$ cat src/rtl/branch_pkg.sv
// Shared branch-encoding types and limits, used by the branch offset encoder
// and the branch address generator.
package branch_pkg;

    localparam int unsigned BR_ADDR_W = 32;
    localparam int unsigned BR_IMM_W  = 16;
    localparam int unsigned BR_STAT_W = 16;

    localparam logic [31:0] BR_MAX_DISP = 32'h0001FFFC;
    localparam logic [31:0] BR_MIN_DISP = 32'hFFFE0000;

    typedef struct packed {
        logic align;
        logic range;
    } br_flags_t;

endpackage

$ cat src/rtl/branch_enc_check.sv
// Combinational displacement-to-immediate conversion with alignment and
// range checking.
module branch_enc_check
    import branch_pkg::*;
#(
    parameter int unsigned ADDR_W = BR_ADDR_W,
    parameter int unsigned IMM_W  = BR_IMM_W
) (
    input  logic [ADDR_W-1:0] disp_i,
    output logic [IMM_W-1:0]  imm_o,
    output br_flags_t         flags_o
);

    logic [ADDR_W-IMM_W-2:0] upper;

    // The bits above the immediate must all replicate its sign bit.
    assign upper = disp_i[ADDR_W-1:IMM_W+1];

    always_comb begin
        imm_o         = disp_i[IMM_W+1:2];
        flags_o       = '0;
        flags_o.align = |disp_i[1:0];
        flags_o.range = !((&upper) || !(|upper));
    end

endmodule

$ cat src/rtl/branch_offset_encoder.sv
// Two-stage valid/ready pipeline encoding branch displacements into I-type
// immediates. Define BRANCH_ENC_STATS_EN to add saturating beat/error counters.
module branch_offset_encoder
    import branch_pkg::*;
#(
    parameter int unsigned ADDR_W = BR_ADDR_W,
    parameter int unsigned IMM_W  = BR_IMM_W
) (
    input  logic              clk,
    input  logic              reset,
    input  logic              in_valid,
    output logic              in_ready,
    input  logic [ADDR_W-1:0] disp,
    output logic              out_valid,
    input  logic              out_ready,
    output logic [IMM_W-1:0]  imm,
    output logic              err_align,
    output logic              err_range
`ifdef BRANCH_ENC_STATS_EN
   ,output logic [BR_STAT_W-1:0] stat_total,
    output logic [BR_STAT_W-1:0] stat_err
`endif
);

    logic             s1_valid_q, s1_valid_d;
    logic [IMM_W-1:0] s1_imm_q,   s1_imm_d;
    br_flags_t        s1_flags_q, s1_flags_d;

    logic             s2_valid_q, s2_valid_d;
    logic [IMM_W-1:0] s2_imm_q,   s2_imm_d;
    br_flags_t        s2_flags_q, s2_flags_d;

    logic             s1_load;
    logic             s2_load;
    logic             in_accept;
    logic [IMM_W-1:0] chk_imm;
    br_flags_t        chk_flags;

    branch_enc_check #(
        .ADDR_W(ADDR_W),
        .IMM_W (IMM_W)
    ) u_check (
        .disp_i (disp),
        .imm_o  (chk_imm),
        .flags_o(chk_flags)
    );

    assign s2_load   = !s2_valid_q || out_ready;
    assign s1_load   = !s1_valid_q || s2_load;
    assign in_ready  = !reset && s1_load;
    assign in_accept = in_valid && in_ready;

    always_comb begin
        s1_valid_d = s1_valid_q;
        s1_imm_d   = s1_imm_q;
        s1_flags_d = s1_flags_q;
        s2_valid_d = s2_valid_q;
        s2_imm_d   = s2_imm_q;
        s2_flags_d = s2_flags_q;

        if (s1_load) begin
            s1_valid_d = in_accept;
        end
        if (in_accept) begin
            s1_imm_d   = chk_imm;
            s1_flags_d = chk_flags;
        end

        // Payload only moves with a real beat; a drained S2 keeps its last data.
        if (s2_load) begin
            s2_valid_d = s1_valid_q;
            if (s1_valid_q) begin
                s2_imm_d   = s1_imm_q;
                s2_flags_d = s1_flags_q;
            end
        end
    end

    always_ff @(posedge clk) begin
        if (reset) begin
            s1_valid_q <= 1'b0;
            s1_imm_q   <= '0;
            s1_flags_q <= '0;
            s2_valid_q <= 1'b0;
            s2_imm_q   <= '0;
            s2_flags_q <= '0;
        end else begin
            s1_valid_q <= s1_valid_d;
            s1_imm_q   <= s1_imm_d;
            s1_flags_q <= s1_flags_d;
            s2_valid_q <= s2_valid_d;
            s2_imm_q   <= s2_imm_d;
            s2_flags_q <= s2_flags_d;
        end
    end

    assign out_valid = s2_valid_q;
    assign imm       = s2_imm_q;
    assign err_align = s2_flags_q.align;
    assign err_range = s2_flags_q.range;

`ifdef BRANCH_ENC_STATS_EN
    logic [BR_STAT_W-1:0] stat_total_q;
    logic [BR_STAT_W-1:0] stat_err_q;
    logic                 out_take;

    assign out_take = s2_valid_q && out_ready;

    always_ff @(posedge clk) begin
        if (reset) begin
            stat_total_q <= '0;
            stat_err_q   <= '0;
        end else if (out_take) begin
            if (stat_total_q != '1) begin
                stat_total_q <= stat_total_q + 1'b1;
            end
            if ((s2_flags_q.align || s2_flags_q.range) && (stat_err_q != '1)) begin
                stat_err_q <= stat_err_q + 1'b1;
            end
        end
    end

    assign stat_total = stat_total_q;
    assign stat_err   = stat_err_q;
`endif

endmodule

$ cat config.mk
export PLATFORM = sky130hd
export DESIGN_NAME = branch_offset_encoder
export DESIGN_NICKNAME = d
export VERILOG_FILES = /design/src/rtl/branch_pkg.sv /design/src/rtl/branch_enc_check.sv /design/src/rtl/branch_offset_encoder.sv
export SDC_FILE = /design/constraint.sdc
export NUM_CORES = 1
export LEC_CHECK = 0
export ABC_AREA = 1
export ABC_CLOCK_PERIOD_IN_PS = 1300
export BUFFER_PORTS_ARGS = -buffer_cell sky130_fd_sc_hd__buf_2
export CORE_ASPECT_RATIO = 0.75
export CORE_UTILIZATION = 35
export DETAILED_ROUTE_END_ITERATION = 10
export PLACE_DENSITY = 0.6
export SYNTH_ARGS = -nofsm -noshare
export SYNTH_HDL_FRONTEND = slang
export SYNTH_HIERARCHICAL = 1
export SYNTH_SLANG_ARGS = --single-unit
$ cat constraint.sdc
create_clock -name clk -period 1.3 [get_ports clk]
set_input_delay 0.26 -clock clk [delete_from_list [all_inputs] [get_ports clk]]
set_output_delay 0.26 -clock clk [all_outputs]
set_load 0.005 [all_outputs]
==> results of run 1 <==
[kinds of logic (layout without fill, tap and decap cells)]
logic type	after synthesis	count (layout)	share of synthesized area, %
and+or+nand+nor	177	177	40.4
buffers and inverters	62	107	17.2
DFF	38	38	41.0
AOI/OAI and AO/OA	3	3	1.42
[state kept, by name, summed over array words and instances (netlist names)]
register    count
s1_imm_q       16
out_valid       1
err_range       1
s1_valid_q      1
imm            16
err_align       1
s1_flags_q      2
[Yosys cell counts (2+ instances only)]
cell type / count / area (µm²)
inv_1: 30 / 113
buf_2: 9 / 45.0
dfxtp_1: 38 / 761
nand4_1: 18 / 113
clkbuf_1: 2 / 7.51
nand2_1: 71 / 267
nor2_1: 64 / 240
a21oi_1: 2 / 10.0
nand3_1: 20 / 100
buf_4: 18 / 135
[metrics by stage]
stage	std cells	hold WS, ns	area (µm²)	setup WS, ns	power (mW)
after floorplan	280	0.463	1850	0.198	1.58
after detailed placement	386	0.452	2090	0.0584	1.70
after global routing	397	0.209	2230	0.00163	2.65
after global placement	386	0.444	2090	0.0960	1.70
after CTS	394	0.208	2210	0.0222	2.52
final	397	0.216	2230	0.0397	2.49
[power by group through the flow]
stage / Clock (mW) / Sequential (mW) / Combinational (mW)
floorplan: 0 / 1.31 / 0.271
global placement: 0 / 1.31 / 0.390
detailed placement: 0 / 1.31 / 0.395
CTS: 0.839 / 1.28 / 0.400
global route: 0.896 / 1.29 / 0.467
finish: 0.807 / 1.28 / 0.405
[metal layers]
layer	wire, µm	track usage, %
met2	1520	21.7
met3	249	4.84
met4	83	5.00
met5	0	0
met1	2210	23.3
[timing repair]
item | 4_1_cts | 5_1_grt
buffers inserted | 0 | 3
hold endpoints to repair | 0 | 0
gates resized for setup | 7 | 1
pin swaps | 0 | 1
setup endpoints to repair | 1 | 1
[worst max path at each step]
stage | startpoint | endpoint | slack (ns)
finish | out_valid | in_ready | 0.04
global route | out_valid | in_ready | 0.002
CTS | out_valid | in_ready | 0.02
detailed placement | out_ready | s1_imm_q[1] | 0.06
global placement | out_ready | s1_imm_q[3] | 0.1
floorplan | out_valid | in_ready | 0.20
[cell type report]
class | instances | area [µm²] | area share (%)
clock buffer | 7 | 86.3 | 3.87
inverter | 31 | 116 | 5.22
clock inverter | 1 | 5.00 | 0.225
multi-input combinational | 180 | 790 | 35.4
timing repair buffer | 68 | 373 | 16.7
sequential | 38 | 768 | 34.5
tap | 72 | 90.1 | 4.04
[critical path, cell delays in order, from the launching register on]
cell,delay (ns)
dfxtp_4,0.38
nand3_4,0.09
nand2_2,0.10
inv_2,0.03
buf_2,0.11
==> metrics.md, run 1 <==
| Metric | Value |
|---|---|
| Vias | `1694` |
| FP Rows | `22` |
| Final GP Congestion | `0.823` |
| Iteration-0 DRC Markers | `76` |
| Setup violations, final | `0` |
| Max_cap viols | `0` |
| Sw Share | `25.7%` |
| Reg-to-reg endpoint | `s1_imm_q[1]` |
| Vias per std cell | `4.27` |
| Largest net degree at the start of global routing | `21` |
| WL/cell | `10.2 µm` |
| Port bufs | `55` |
| Area growth syn-to-layout | `20.2%` |
| Syn Inst Count | `280` |
| Clock-pin slew on the worst setup and hold paths | `0.07 ns` |
| Layout Skew | `0.00533 ns` |
| FF+latch count, synth | `38` |
| Worst Hold Depth | `3` |
| Cells on worst reg2reg path | `5` |
| Final antenna-violating net count | `0` |
| Crit end category | `output pin` |
| Number of flops mapped to enable cells by yosys | `0` |
| Most frequent cells in the layout | `nand2_1 (70), nor2_1 (64), buf_2 (55)` |
| Root Driver | `clkbuf_8` |
| Worst hold path type | `primary input to register` |
| First-pass iteration count of the detailed router | `4` |
| Vias in the first global route | `1487` |
| Seq/Total Area, Yosys | `41.0%` |
| Distinct cells, synth | `18` |
| Clock period minus worst slack | `1.26 ns` |
| RSZ-0062 raised after global routing | `false` |
| Clock Path Buffers | `2` |
| Htree depth | `2` |
| Final Cycle Share | `96.9%` |
| CP Max Fanout | `4` |
| YS warnings | `6` |
| Hold Path End | `s1_imm_q[6]` |
| Mapped Area | `0.00185 mm²` |
| Final Hold Fails | `0` |
| DRC | `0` |
| Final slew viol count | `0` |
| Hold buffers post-CTS | `0` |
| Filler cells | `538` |
| Leak | `1.18 nW` |
| IO Pins | `56` |
| Total negative setup slack | `0 ns` |
| Ant. Diodes | `0` |
| Worst slew pin tran | `0.365 ns` |
| Die H | `65.0 µm` |
| Total grt overflow | `0` |
| Combinational share of power | `16.2%` |
| Initial Util | `37.2%` |
| Final core occ | `44.7%` |
| Reg power frac | `51.4%` |
| Die area | `0.00560 mm²` |
| GRT Util Overall | `15.9%` |
| Routed wire length | `4070 µm` |
| R2R setup slack | `0.12 ns` |
| FMAX | `793 MHz` |
| Core Region | `0.00498 mm²` |
| Worst-Skew Late Latency | `0.28 ns` |
| Relative slew slack | `75.6%` |
| DP Wirelength | `3030 µm` |
| Commonest non-fill, non-tap cell in the layout | `nand2_1` |
| Syn nets | `316` |
| Internal power | `1.85 mW` |
| Ratio of cells with drive above 1 in the final layout | `26.5%` |
| Data arrival, critical path | `1.00 ns` |
| VDD IR-drop max | `340 µV` |
| Setup CP Type | `register to output pin` |
| CTS Sinks | `38` |
| Crit start category | `register` |
| Run status | `completed` |
| Min-delay src | `disp[8]` |
| Worst reg2reg startpoint | `out_valid` |
| Total CTS buffers | `5` |
| CTS tree | `yes` |
| Critical Path RT | `1.04 ns` |
| Die W | `86.0 µm` |
| Net Switching | `641 µW` |
| First-pass GRT wire length | `6910 µm` |
| Initial antenna violation count | `0` |
| Power Density | `1120 mW/mm²` |
| Clk pwr share | `32.4%` |
| Final #Nets | `360` |
| Post-synthesis async set-or-reset flop share | `0%` |
| Mean Syn Cell Area | `6.62 µm²` |
| Post-synth top flop | `dfxtp_1` |
Note: power is estimated with default switching activity, not from simulation.
==> inputs of run 2 (changes only) <==
--- a/config.mk
+++ b/config.mk
@@ -5,13 +5,10 @@
 export SDC_FILE = /design/constraint.sdc
 export NUM_CORES = 1
 export LEC_CHECK = 0
-export ABC_AREA = 1
-export ABC_CLOCK_PERIOD_IN_PS = 1300
 export BUFFER_PORTS_ARGS = -buffer_cell sky130_fd_sc_hd__buf_2
 export CORE_ASPECT_RATIO = 0.75
 export CORE_UTILIZATION = 35
 export DETAILED_ROUTE_END_ITERATION = 10
-export PLACE_DENSITY = 0.6
 export SYNTH_ARGS = -nofsm -noshare
 export SYNTH_HDL_FRONTEND = slang
 export SYNTH_HIERARCHICAL = 1
==> run 2 against run 1 <==
Compared with the run above: the flow now finishes with violations (setup timing); core utilization up 2.5 points; critical path depth unchanged; sequential power hardly changed; global-route usage fell by 0.96 points; first-iteration DRC count fell by 21%; die area is 6.8% lower; flip-flop and latch count is the same; critical path type unchanged; largest power group unchanged.
==> metrics.md, run 2 <==
| Metric | Value |
|---|---|
| Synth area leaders | `dfxtp_1 (44%), mux2_4 (8.7%), buf_4 (7.0%)` |
| Seq/Total Area, Yosys | `44.1% (+3.1 points)` |
| Initial Util | `37.5% (+0.31 points)` |
| Port bufs | `55 (unchanged)` |
| Total CTS buffers | `5 (unchanged)` |
| Post-synthesis async set-or-reset flop share | `0% (unchanged)` |
| Clock-pin slew on the worst setup and hold paths | `0.07 ns (about the same)` |
| Worst slack at placement | `-0.253 ns (-0.311 ns)` |
| First-pass iteration count of the detailed router | `4 (unchanged)` |
| Vias per std cell | `4.78 (+12%)` |
| Worst-path cell chain | `buf_6, buf_6, a21oi_2, buf_2` |
| Worst reg2reg startpoint | `s1_valid_q` |
| Critical Path RT | `1.04 ns (about the same)` |
| IO Pins | `56 (unchanged)` |
| Most frequent cell after synthesis | `dfxtp_1` |
| Distinct cells, synth | `24 (+6)` |
| Min-delay src | `disp[7]` |
| Run status | `complete, but fails checks` |
| Number of flops mapped to enable cells by yosys | `0 (unchanged)` |
| Worst Hold Depth | `2 (-1)` |
| Clock period minus worst slack | `1.33 ns (+0.0681 ns)` |
| Most frequent CP cell | `buf_6` |
| CP Max Fanout | `3 (-1)` |
| FMAX | `753 MHz (-5.1%)` |
| Die H | `62.8 µm (-3.4%)` |
| Final Cycle Share | `102% (+5.2 points)` |
| Clock Path Buffers | `2 (unchanged)` |
| CTS Sinks | `38 (unchanged)` |
| Fin Hold WS | `0.189 ns (-0.0266 ns)` |
| Layout Skew | `0.00462 ns (-0.000708 ns)` |
| YS warnings | `6 (unchanged)` |
| Syn nets | `212 (-33%)` |
| Violated checks | `setup timing` |
| Initial antenna violation count | `0 (unchanged)` |
| CTS tree | `yes` |
| CP max-delay cell | `dfxtp_2` |
| Reg-to-reg endpoint | `s1_imm_q[15]` |
| R2R setup slack | `0.04 ns (-0.08 ns)` |
| VDD IR-drop max | `554 µV (+63%)` |
| Data arrival, critical path | `1.07 ns (+0.07 ns)` |
| Mean Syn Cell Area | `9.80 µm² (+48%)` |
| Post-synth top flop | `dfxtp_1` |
| Mapped Area | `0.00173 mm² (-7.0%)` |
| Final slew viol count | `0 (unchanged)` |
| Htree depth | `2 (unchanged)` |
| Final antenna-violating net count | `0 (unchanged)` |
| Cells on worst reg2reg path | `5 (unchanged)` |
| Largest net degree at the start of global routing | `25 (+19%)` |
| Worst hold path type | `primary input to register` |
| Most frequent cells in the layout | `buf_2 (55), dfxtp_1 (36), a21oi_1 (20)` |
| DP Wirelength | `2490 µm (-18%)` |
| RSZ-0062 raised after global routing | `true` |
| Syn Inst Count | `176 (-37%)` |
| Crit end category | `output pin` |
| Placed Cells | `271 (-30%)` |
| FP Rows | `21 (-4.5%)` |
| Yosys top cell area share | `44.1% (+3.1 points)` |
| FF+latch count, synth | `38 (unchanged)` |
| Setup CP Type | `register to output pin` |
| Hold Path End | `s1_imm_q[5]` |
| Iteration-0 DRC Markers | `60 (-21%)` |
| Post-synth top cells | `dfxtp_1 (38), a21oi_1 (21), nand3_1 (19)` |
| Commonest non-fill, non-tap cell in the layout | `buf_2` |
| Top Family by Delay on Critical Path | `buffers and inverters` |
| Ratio of cells with drive above 1 in the final layout | `45.4% (+19 points)` |
| Min setup slack post-route | `-0.0284 ns (-0.0681 ns)` |
| Crit start category | `register` |
| Leak | `0.992 nW (-16%)` |
| Core Region | `0.00460 mm² (-7.7%)` |
| GRT Util Overall | `14.9% (-0.96 points)` |
| Worst-Skew Late Latency | `0.29 ns (about the same)` |
| Fin cells | `284 (-28%)` |
| Total grt overflow | `0 (unchanged)` |
| Die area | `0.00522 mm² (-6.8%)` |
| Vias in the first global route | `1366 (-8.1%)` |
| Slowest cell delay on critical path | `0.33 ns (-0.05 ns)` |
| Vias | `1358 (-20%)` |
| Final Hold Fails | `0 (unchanged)` |
| Worst slew pin tran | `0.529 ns (+0.163 ns)` |
| Setup violations, final | `1 (+1)` |
| Ant. Diodes | `0 (unchanged)` |
| DRC | `0 (unchanged)` |
| Final #Nets | `262 (-27%)` |
| First-pass GRT wire length | `6070 µm (-12%)` |
| Area growth syn-to-layout | `25.7%` |
| Hold buffers post-CTS | `0 (unchanged)` |
| Final GP Congestion | `0.677 (-18%)` |
| Post-synth top area cell | `dfxtp_1` |
| Routed wire length | `3530 µm (-13%)` |
| WL/cell | `12.4 µm (+21%)` |
| Relative slew slack | `64.7% (-11 points)` |
| Buf+Inv Stages, Crit Path | `3 (+1)` |
| Die W | `83.1 µm (-3.5%)` |
| Max_cap viols | `0 (unchanged)` |
| Root Driver | `clkbuf_8` |
| Power Density | `1180 mW/mm² (+5.5%)` |
==> run 2: cell count changes after synthesis, sizes merged, moves of 15 or more <==
cell   delta
nor2     -65
inv      -29
nand2    -72
mux2     +18
a21oi    +18
nor2b    +16
nand4    -15
o21ai    +18
==> run 2: routing by layer <==
metal  up-vias  wire length (µm)  global-route usage, %
met5         -                 0                      0
met2        42              1560                   23.7
met1       611              1710                   18.2
met4         0                59                   8.41
li1        700                 -                      -
met3         5               212                   4.23
==> run 2: area by class of cell <==
type                       count  area, µm²
clock buffer                   7       76.3
clock inverter                 1       30.0
fill                         452       2430
inverter                       2       7.51
multi-input combinational    108        781
sequential                    38        763
tap                           57       71.3
timing repair buffer          71        440
==> run 2: report_power, final <==
part           internal (mW)  leakage (nW)  total (mW)  switching (mW)
Sequential              1.23         0.312        1.26          0.0298
Clock                  0.574        0.0524       0.968           0.394
Combinational          0.194         0.627       0.332           0.138
Total                   2.00         0.992        2.56           0.562
==> run 2: logic make-up (layout without fill, tap and decap cells) <==
kind of cell,after synthesis,in the layout,share of synthesized area [%]
and+or+nand+nor,50,50,19.0
AOI/OAI and AO/OA,40,40,11.7
DFF,38,38,44.1
buffers and inverters,30,81,11.3
muxes,18,18,13.9
==> run 2: worst max path at each step <==
stage | start | end | slack (ns) | depth (start not counted)
5_1_grt | s1_valid_q | in_ready | -0.07 | 4
4_1_cts | s1_valid_q | in_ready | -0.07 | 4
3_3_place_gp | disp[25] | s1_flags_q[0] | -0.22 | 5
2_1_floorplan | disp[25] | s1_flags_q[0] | -0.09 | 4
3_5_place_dp | disp[25] | s1_flags_q[0] | -0.25 | 5
6_report | s1_valid_q | in_ready | -0.03 | 4
==> run 2: metrics by stage <==
step | power (mW) | setup TNS, ns | area (µm²) | util, %
detailed placement | 1.60 | -0.470 | 2000 | 43.6
CTS | 2.59 | -0.0668 | 2150 | 46.9
finish | 2.56 | -0.0284 | 2170 | 47.2
global route | 2.69 | -0.566 | 2170 | 47.2
global placement | 1.60 | -0.220 | 2000 | 43.6
floorplan | 1.49 | -0.0858 | 1730 | -
==> run 2: what timing repair did <==
| item | 4_1_cts | 5_1_grt |
|---|---|---|
| gates cloned | 0 | 0 |
| buffers inserted | 3 | 2 |
| gates resized for setup | 7 | 0 |
| pin swaps | 1 | 2 |
| endpoints found under the setup margin | 19 | 21 |
